[src/rtl/mseq_pkg.sv]
// Shared constants and state encoding for the M-sequence controller slice.
package mseq_pkg;
    localparam int             DEF_WIDTH  = 4;
    localparam logic [3:0]     DEF_SEED   = 4'b0001;
    localparam int             DEF_MAXPER = 15;
    localparam int             PER_W      = 5;

    typedef enum logic [1:0] {IDLE, SYNC, RUN, ERR} state_t;
endpackage

[src/rtl/mseq_period.sv]
// Capture counter and period measurement; flags zero-state and missing seed return.
module mseq_period
    import mseq_pkg::*;
#(
    parameter int WIDTH  = DEF_WIDTH,
    parameter int MAXPER = DEF_MAXPER
) (
    input  logic             clk,
    input  logic             rst,
    input  logic             clear,
    input  logic             capture,
    input  logic [WIDTH-1:0] fase_new,
    input  logic [WIDTH-1:0] seed,
    output logic [PER_W-1:0] period,
    output logic             period_valid,
    output logic             hit_zero,
    output logic             hit_timeout
);
    logic [PER_W-1:0] cnt;
    logic [PER_W-1:0] cnt_inc;
    logic             match;

    assign cnt_inc     = cnt + PER_W'(1);
    assign match       = (fase_new == seed);
    assign hit_zero    = (fase_new == '0);
    // A seed return on the final allowed capture still counts as a valid period.
    assign hit_timeout = !match && (cnt_inc == PER_W'(MAXPER + 1));

    always_ff @(posedge clk) begin
        if (rst) begin
            cnt          <= '0;
            period       <= '0;
            period_valid <= 1'b0;
        end else begin
            period_valid <= 1'b0;
            if (clear) begin
                cnt <= '0;
            end else if (capture) begin
                if (match && !hit_zero) begin
                    period       <= cnt_inc;
                    period_valid <= 1'b1;
                    cnt          <= '0;
                end else begin
                    cnt <= cnt_inc;
                end
            end
        end
    end
endmodule

[src/rtl/mseq_ctrl.sv]
// Sequencing FSM around the mfun stage: load, sync, capture, chip output, error flags.
module mseq_ctrl
    import mseq_pkg::*;
#(
    parameter int               WIDTH  = DEF_WIDTH,
    parameter logic [WIDTH-1:0] SEED   = WIDTH'(DEF_SEED),
    parameter int               MAXPER = DEF_MAXPER
) (
    input  logic             clk,
    input  logic             rst,
    input  logic             start,
    input  logic             stop,
    input  logic [WIDTH-1:0] seed_in,
    input  logic [WIDTH-1:0] poly_in,
    output logic [WIDTH-1:0] fase,
    output logic [WIDTH-1:0] type_f,
    input  logic [WIDTH-1:0] fase_new,
    input  logic             control,
    output logic             chip,
    output logic             chip_valid,
    output logic [PER_W-1:0] period,
    output logic             period_valid,
    output logic             busy,
    output logic             stuck,
    output logic             timeout
);
    state_t           state, state_n;
    logic [WIDTH-1:0] seed_q, seed_n, fase_n, type_n;
    logic             chip_n, chip_valid_n, stuck_n, timeout_n;
    logic             load, capture, hit_zero, hit_timeout;

    mseq_period #(.WIDTH(WIDTH), .MAXPER(MAXPER)) u_period (
        .clk          (clk),
        .rst          (rst),
        .clear        (load),
        .capture      (capture),
        .fase_new     (fase_new),
        .seed         (seed_q),
        .period       (period),
        .period_valid (period_valid),
        .hit_zero     (hit_zero),
        .hit_timeout  (hit_timeout)
    );

    always_comb begin
        state_n      = state;
        fase_n       = fase;
        type_n       = type_f;
        seed_n       = seed_q;
        chip_n       = chip;
        chip_valid_n = 1'b0;
        stuck_n      = stuck;
        timeout_n    = timeout;
        load         = 1'b0;
        capture      = 1'b0;
        case (state)
            IDLE, ERR: begin
                if (stop) begin
                    state_n = IDLE;
                end else if (start) begin
                    load = 1'b1;
                end
            end
            SYNC: begin
                // First strobe may reflect the pre-load state, so it is dropped.
                if (stop)         state_n = IDLE;
                else if (control) state_n = RUN;
            end
            RUN: begin
                if (stop) begin
                    state_n = IDLE;
                end else if (control) begin
                    capture      = 1'b1;
                    chip_n       = fase[0];
                    chip_valid_n = 1'b1;
                    fase_n       = fase_new;
                    if (hit_zero) begin
                        stuck_n = 1'b1;
                        state_n = ERR;
                    end else if (hit_timeout) begin
                        timeout_n = 1'b1;
                        state_n   = ERR;
                    end
                end
            end
            default: state_n = IDLE;
        endcase
        if (load) begin
            fase_n    = (seed_in == '0) ? SEED : seed_in;
            seed_n    = fase_n;
            type_n    = poly_in;
            stuck_n   = 1'b0;
            timeout_n = 1'b0;
            state_n   = SYNC;
        end
    end

    always_ff @(posedge clk) begin
        if (rst) begin
            state      <= IDLE;
            fase       <= '0;
            type_f     <= '0;
            seed_q     <= '0;
            chip       <= 1'b0;
            chip_valid <= 1'b0;
            busy       <= 1'b0;
            stuck      <= 1'b0;
            timeout    <= 1'b0;
        end else begin
            state      <= state_n;
            fase       <= fase_n;
            type_f     <= type_n;
            seed_q     <= seed_n;
            chip       <= chip_n;
            chip_valid <= chip_valid_n;
            busy       <= (state_n == SYNC) || (state_n == RUN);
            stuck      <= stuck_n;
            timeout    <= timeout_n;
        end
    end
endmodule

[config.mk]
export PLATFORM = sky130hd
export DESIGN_NAME = mseq_ctrl
export DESIGN_NICKNAME = d
export VERILOG_FILES = /design/src/rtl/mseq_pkg.sv /design/src/rtl/mseq_period.sv /design/src/rtl/mseq_ctrl.sv
export SDC_FILE = /design/constraint.sdc
export NUM_CORES = 1
export LEC_CHECK = 0
export CORE_MARGIN = 2
export CORE_UTILIZATION = 48
export DETAILED_ROUTE_END_ITERATION = 16
export PLACE_DENSITY = 0.76
export SLEW_MARGIN = 20
export SYNTH_ARGS = -nofsm -noshare
export SYNTH_HDL_FRONTEND = slang
export SYNTH_SLANG_ARGS = --single-unit
[constraint.sdc]
create_clock -name clk -period 2.4 [get_ports clk]
set_clock_uncertainty 0.1 [all_clocks]
set_input_delay 0.6 -clock clk [delete_from_list [all_inputs] [get_ports clk]]
set_output_delay 0.6 -clock clk [all_outputs]
set_load 0.03 [all_outputs]
After elaboration in Yosys (flattened, before gate mapping):

Index checks and enable logic that the tools add are counted.

* add/sub/neg operators: 1
* multiply operators: 0
* divide/modulo/power cells: 0
* $lt $le $gt $ge: 0
* eq/ne operators: 8
* shift operators: 0
* multiplexer cells: 22
* bitwise logic cells: 4
* reduce and logical (&&, ||, !) cells: 18

Operators by type and width (number)
* $mux 4: 5
* $mux 2: 8
* $reduce_and 3->1: 3
* $logic_not 4->1: 2
* $mux 1: 7
* $eq 2x2->1 const B: 3
* $pmux 2 s3: 1
* $add 5x1->5 const B: 1
* $eq 5x5->1 const B: 1
* $mux 5: 1
* $reduce_and 5->1: 1
* $eq 2x1->1 const B: 2
* $eq 4x4->1: 1
* $not 1->1: 4
* $reduce_and 4->1: 1
* $reduce_bool 2->1: 2
* $reduce_or 2->1: 2
* $reduce_or 3->1: 1
* $logic_and 1x1->1: 2
* $logic_not 1->1: 2
* $logic_not 2->1: 1
* $ne 2x1->1 const B: 1
* $logic_or 1x1->1: 1

* flip-flop bits (word level): 30
* latch bits: 0
* memory bits (writable): 0
* bits in read-only memories: 0
* bits of input ports: 17
* output and inout port bits: 19
* word-level logic and storage cells: 65
* memories: 0

Logic depth before layout (Yosys ltp):

* depth after elaboration: 11
* depth in mapped cells: 8
* gate-level depth less buffers: 7

Hierarchy:

A second synthesis with hierarchy kept.

* cell total of the unflattened synthesis: 160
* area total of the unflattened synthesis: 1427.6 um2

By module, submodules not included
* mseq_ctrl: times used 1, cells an instance 99, area an instance 847.1 um2, seq. area each 380.4 um2
* mseq_period: times used 1, cells an instance 61, area an instance 580.6 um2, seq. area each 220.2 um2

Least setup slack after synthesis:

Ideal clock, no wire load.

* path type: input to register
* from: input port fase_new[3]
* to: register busy
* library setup time: 0.103 ns
* arrival: 1.832 ns
* data required time: 2.197 ns
* setup slack: 0.364 ns
* stages on the path: 5
* buffers on the path: 0
* path through: xor2_1 > nor4_4 > and3b_2 > o21ba_1 > a2111oi_2

* cells in the longest elaborated chain, start to end: 11

Ends and longest elaborated chain
* start, declared: RTL line mseq_ctrl.sv:17 `input logic [WIDTH-1:0] fase_new,`
* $eq 4x4->1: RTL line mseq_period.sv:24 `assign match = (fase_new == seed);`
* $logic_not 1->1: RTL line mseq_period.sv:27 `assign hit_timeout = !match && (cnt_inc == PER_W'(MAXPER + 1));`
* $logic_and 1x1->1: RTL line mseq_period.sv:27
* $mux 2: RTL line mseq_ctrl.sv:80 `end else if (hit_timeout) begin`
* $mux 2 *: RTL line mseq_ctrl.sv:77 `if (hit_zero) begin`
* $mux 2 *: RTL line mseq_ctrl.sv:72 `end else if (control) begin`
* $mux 2 *: RTL line mseq_ctrl.sv:70 `if (stop) begin`
* $pmux 2 s3 *: RTL line mseq_ctrl.sv:56 `case (state)`
* $mux 2 *: RTL line mseq_ctrl.sv:88 `if (load) begin`
* $eq 2x1->1 or $eq 2x2->1 (tied branches): RTL line mseq_ctrl.sv:116 `busy <= (state_n == SYNC) || (state_n == RUN);`
* $logic_or 1x1->1 *: RTL line mseq_ctrl.sv:116
* end signal, assigned: RTL line mseq_ctrl.sv:116
* end, declared: RTL line mseq_ctrl.sv:23 `output logic busy,`

Every way passes the cells marked *; elsewhere a longest branch is shown, timed or not.
A chain may end at the register's enable or synchronous reset.

Worst setup path in the final report:

* from: input port fase_new[2]
* to: register u_period.period[4]

* cells in the longest elaborated chain, start to end: 4

Ends and longest elaborated chain
* $logic_not 4->1: RTL line mseq_period.sv:25 `assign hit_zero = (fase_new == '0);`
* $logic_not 1->1: RTL line mseq_period.sv:39 `if (match && !hit_zero) begin`
* $logic_and 1x1->1 *: RTL line mseq_period.sv:39
* $reduce_and 3->1 (no source line) *
* end signal, assigned: RTL line mseq_period.sv:40 `period <= cnt_inc;`
* end, declared: RTL line mseq_period.sv:14 `output logic [PER_W-1:0] period,`

Marked as above.

==> impl_results.md <==
* Critical Path Sink Type: flip-flop
* Final Hold Fails at 0
* Number of synthesized flops with an enable pin at 0
* Cts hold-fix bufs at 0
* R2R Setup Slk at between 0.15 and 0.2 ns
* Clock latency on the worst-skew pair at 0.32 ns
* CTS Sinks at 30
* Storage cell area at 600.6 µm²
* Netlist cell types at 37
* TritonCTS clock tree: built
* Post_cts resized at 0
* Core area at 2781 µm²
* Status: completed
* Register bit total from synthesis at 30
* Fillers at 220
* CP Class: in2reg
* Clock group share of total power at a little under two fifths
* Vias in the first global route at ~1.3k
* FF-to-FF End: busy$_SDFF_PP0_
* Worst Path Required at about 2.5 ns
* Comb power frac at about 14%
* R2R Path Start: state[0]$_SDFF_PP0_
* Final #Nets at around 240
* Most common cell after layout, fill and taps aside: clkdlybuf4s50_1
* PortBufs at 35
* Routed Wire Length at 3605 µm
* Cells after Synth at between 150 and 200
* GRT Overall Usage at a little under a quarter
* Sequential area share after synthesis at between 40% and 50%
* Vias per cell at roughly 5.5
* Footprint of the multi-input gates at ~770 µm²
* Fin Setup TNS at 0 ns
* Int Power at between 700 and 800 µW
* Area Overhead vs Synth at 41.03%
* Dpl ws at -0.1931 ns
* Final HPWL DP at around 2700 µm
* Worst Max-Slew Pin Slew at 0.3850 ns
* RSZ-0062 raised after global routing: false
* R2R depth at 7
* Clk root buf: clkbuf_4
* Overflow after GRT at 0
* Final setup viols at 0
* Post-synth top area cell: dfxtp_1
* Worst setup margin at approximately 0.13 ns
* Crit path capture: u_period.period[4]$_SDFFE_PP0P_
* I/O pin count at 36
* Setup Fix Bufs, Post-CTS at 0
* Synth top area share at approximately 43%
* Crit Path Max Fanout at 8
* Number of CTS-inserted buffers at 5
* Peak VDD IR at just over 0.5 mV
* Switching power total at about 250 µW
* Power per cell area at 527.5 nW/µm²
* Antenna fix cells at 0
* Setup crit start: fase_new[2]
* Initial Util at roughly 51%
* DRT iter0 DRCs at 76
* Fmax at approximately 0.44 GHz
* Vias at ~1.4k
* Reported max-cap violation count at 0
* HP Start: type_f[1]$_SDFFE_PP0P_
* First-pass GRT wire length at between 6000 and 7000 µm
* Worst-path clk slew at roughly 0.090 ns
* Antenna-violating nets left at 0
* Leakage at ~0.00076 µW
* Sw Ratio at 24.19%
* Initial antenna violation count at 0
* Hold Crit Class: reg2reg
* Nature of the critical path startpoint: input pin
* DR WL/cell at approximately 15 µm
* FP Rows at 19
* Die width at around 58 µm
* H-tree levels at 2
* Tcrit/Tclk final at 94.53%
* Synth Cell Area at 1409 µm²
* Syn nets at between 150 and 200
* Relative slew margins at around three quarters
* First drt pass iteration count at 4
* Synth Warn # at 0
* Die height at ~58 µm
* Number of remaining DRC errors at 0
* Layout cells sized above 1 at between 10% and 20%
* Clock buffer depth at 2
* Crit path time final at ~2.3 ns
* Mean Syn Cell Area at roughly 8.7 µm²
* Asr flop ratio synth at 0%
* Commonest non-fill, non-tap cells in the layout: 35 x clkdlybuf4s50_1, 30 x dfxtp_1, 25 x nand2_1, 20 x nor2_1, 18 x buf_4
* Ys flop type: dfxtp_1
* Max Slew Vio Count at 0
* Die footprint at roughly 3400 µm²
* Gpl congestion at between 0.8 and 0.9
* Reg power frac at around 50%
* Main area contributors after synthesis: dfxtp_1 43%, nand2_1 6.7%, nor2_1 5.3%
* Worst path arrival time at 2.38 ns
* Largest net degree at the start of global routing at 17
## layout make-up
class,count,area share (%)
timing repair buffer,53,24.43
inverter,3,0.5667
clock buffer,5,1.889
sequential,30,30.23
multi-input combinational,123,38.92
tap,31,1.952
clock inverter,3,2.015
## registers in the layout (all words and copies together) (netlist names), 2 cells and up
register         cells
u_period.period      5
fase                 4
type_f               4
state                2
seed_q               4
u_period.cnt         5
## logic make-up after synthesis
group | share of synthesized area [%]
AND/OR/NAND/NOR | 24.69
AO/OA/AOI/OAI | 19.45
flip-flops | 42.63
buffers and inverters | 2.486
XOR/XNOR | 4.352
multiplexers | 2.842
adder cells (fa/ha/maj) | 3.553
## routing by layer
| layer | vias up | part of all wire, % | track usage [%] |
|---|---|---|---|
| met2 | 23 | 50 | 39.45 |
| li1 | 685 | - | - |
| met5 | - | 0 | 0 |
| met3 | 5 | 3.2 | 4.911 |
| met1 | 651 | 46 | 28.85 |
| met4 | 0 | 0.89 | 7.641 |
## synthesized netlist by cell type, types with 2 or more instances
| cell type | n |
|---|---|
| mux2i_1 | 4 |
| nand3_1 | 6 |
| nor3_1 | 6 |
| xor2_1 | 4 |
| a2111oi_2 | 2 |
| o21ai_0 | 4 |
| a211oi_1 | 2 |
| inv_1 | 3 |
| a22oi_1 | 3 |
| a21oi_1 | 13 |
| ha_1 | 4 |
| xnor2_1 | 3 |
| nor2b_1 | 2 |
| nand2b_1 | 3 |
| nand2_1 | 25 |
| dfxtp_1 | 30 |
| o22ai_1 | 2 |
| nand3b_1 | 2 |
| nor2_1 | 20 |
| clkbuf_1 | 5 |
| a311oi_1 | 3 |
## power by group through the flow
stage / combinational [µW] / sequential (µW) / clock, µW
after floorplan: 50.0 / 542 / 0
after global placement: 139 / 527 / 0
after detailed placement: 142 / 528 / 0
after CTS: 143 / 516 / 395
after global routing: 153 / 517 / 426
final: 143 / 516 / 389
## per-stage QoR
step	power (µW)	util, %	hold WS, ns	instance area, µm²	cells
global route	1096	71.44	0.3909	1987	248
floorplan	592.0	-	0.3481	1409	162
detailed placement	669.5	68.65	0.3541	1909	240
CTS	1054	71.44	0.3672	1987	248
global placement	666.1	68.65	0.3455	1909	240
finish	1048	71.44	0.3630	1987	248
## worst min path at each step
| stage | endpoint | cells after the start |
|---|---|---|
| after floorplan | seed_q[1]$_SDFFE_PP0P_ | 2 |
| after global placement | chip$_SDFFE_PP0P_ | 2 |
| after detailed placement | type_f[1]$_SDFFE_PP0P_ | 2 |
| after CTS | type_f[1]$_SDFFE_PP0P_ | 2 |
| after global routing | type_f[0]$_SDFFE_PP0P_ | 2 |
| final | type_f[1]$_SDFFE_PP0P_ | 2 |
## worst max-delay path: stages
cell and delay (ns):
clkdlybuf4s50_1 0.48, xor2_1 0.19, nor4_4 0.34, and4_1 0.47, mux2i_1 0.24, nor2_1 0.06
Note: power is estimated with default switching activity, not from simulation.
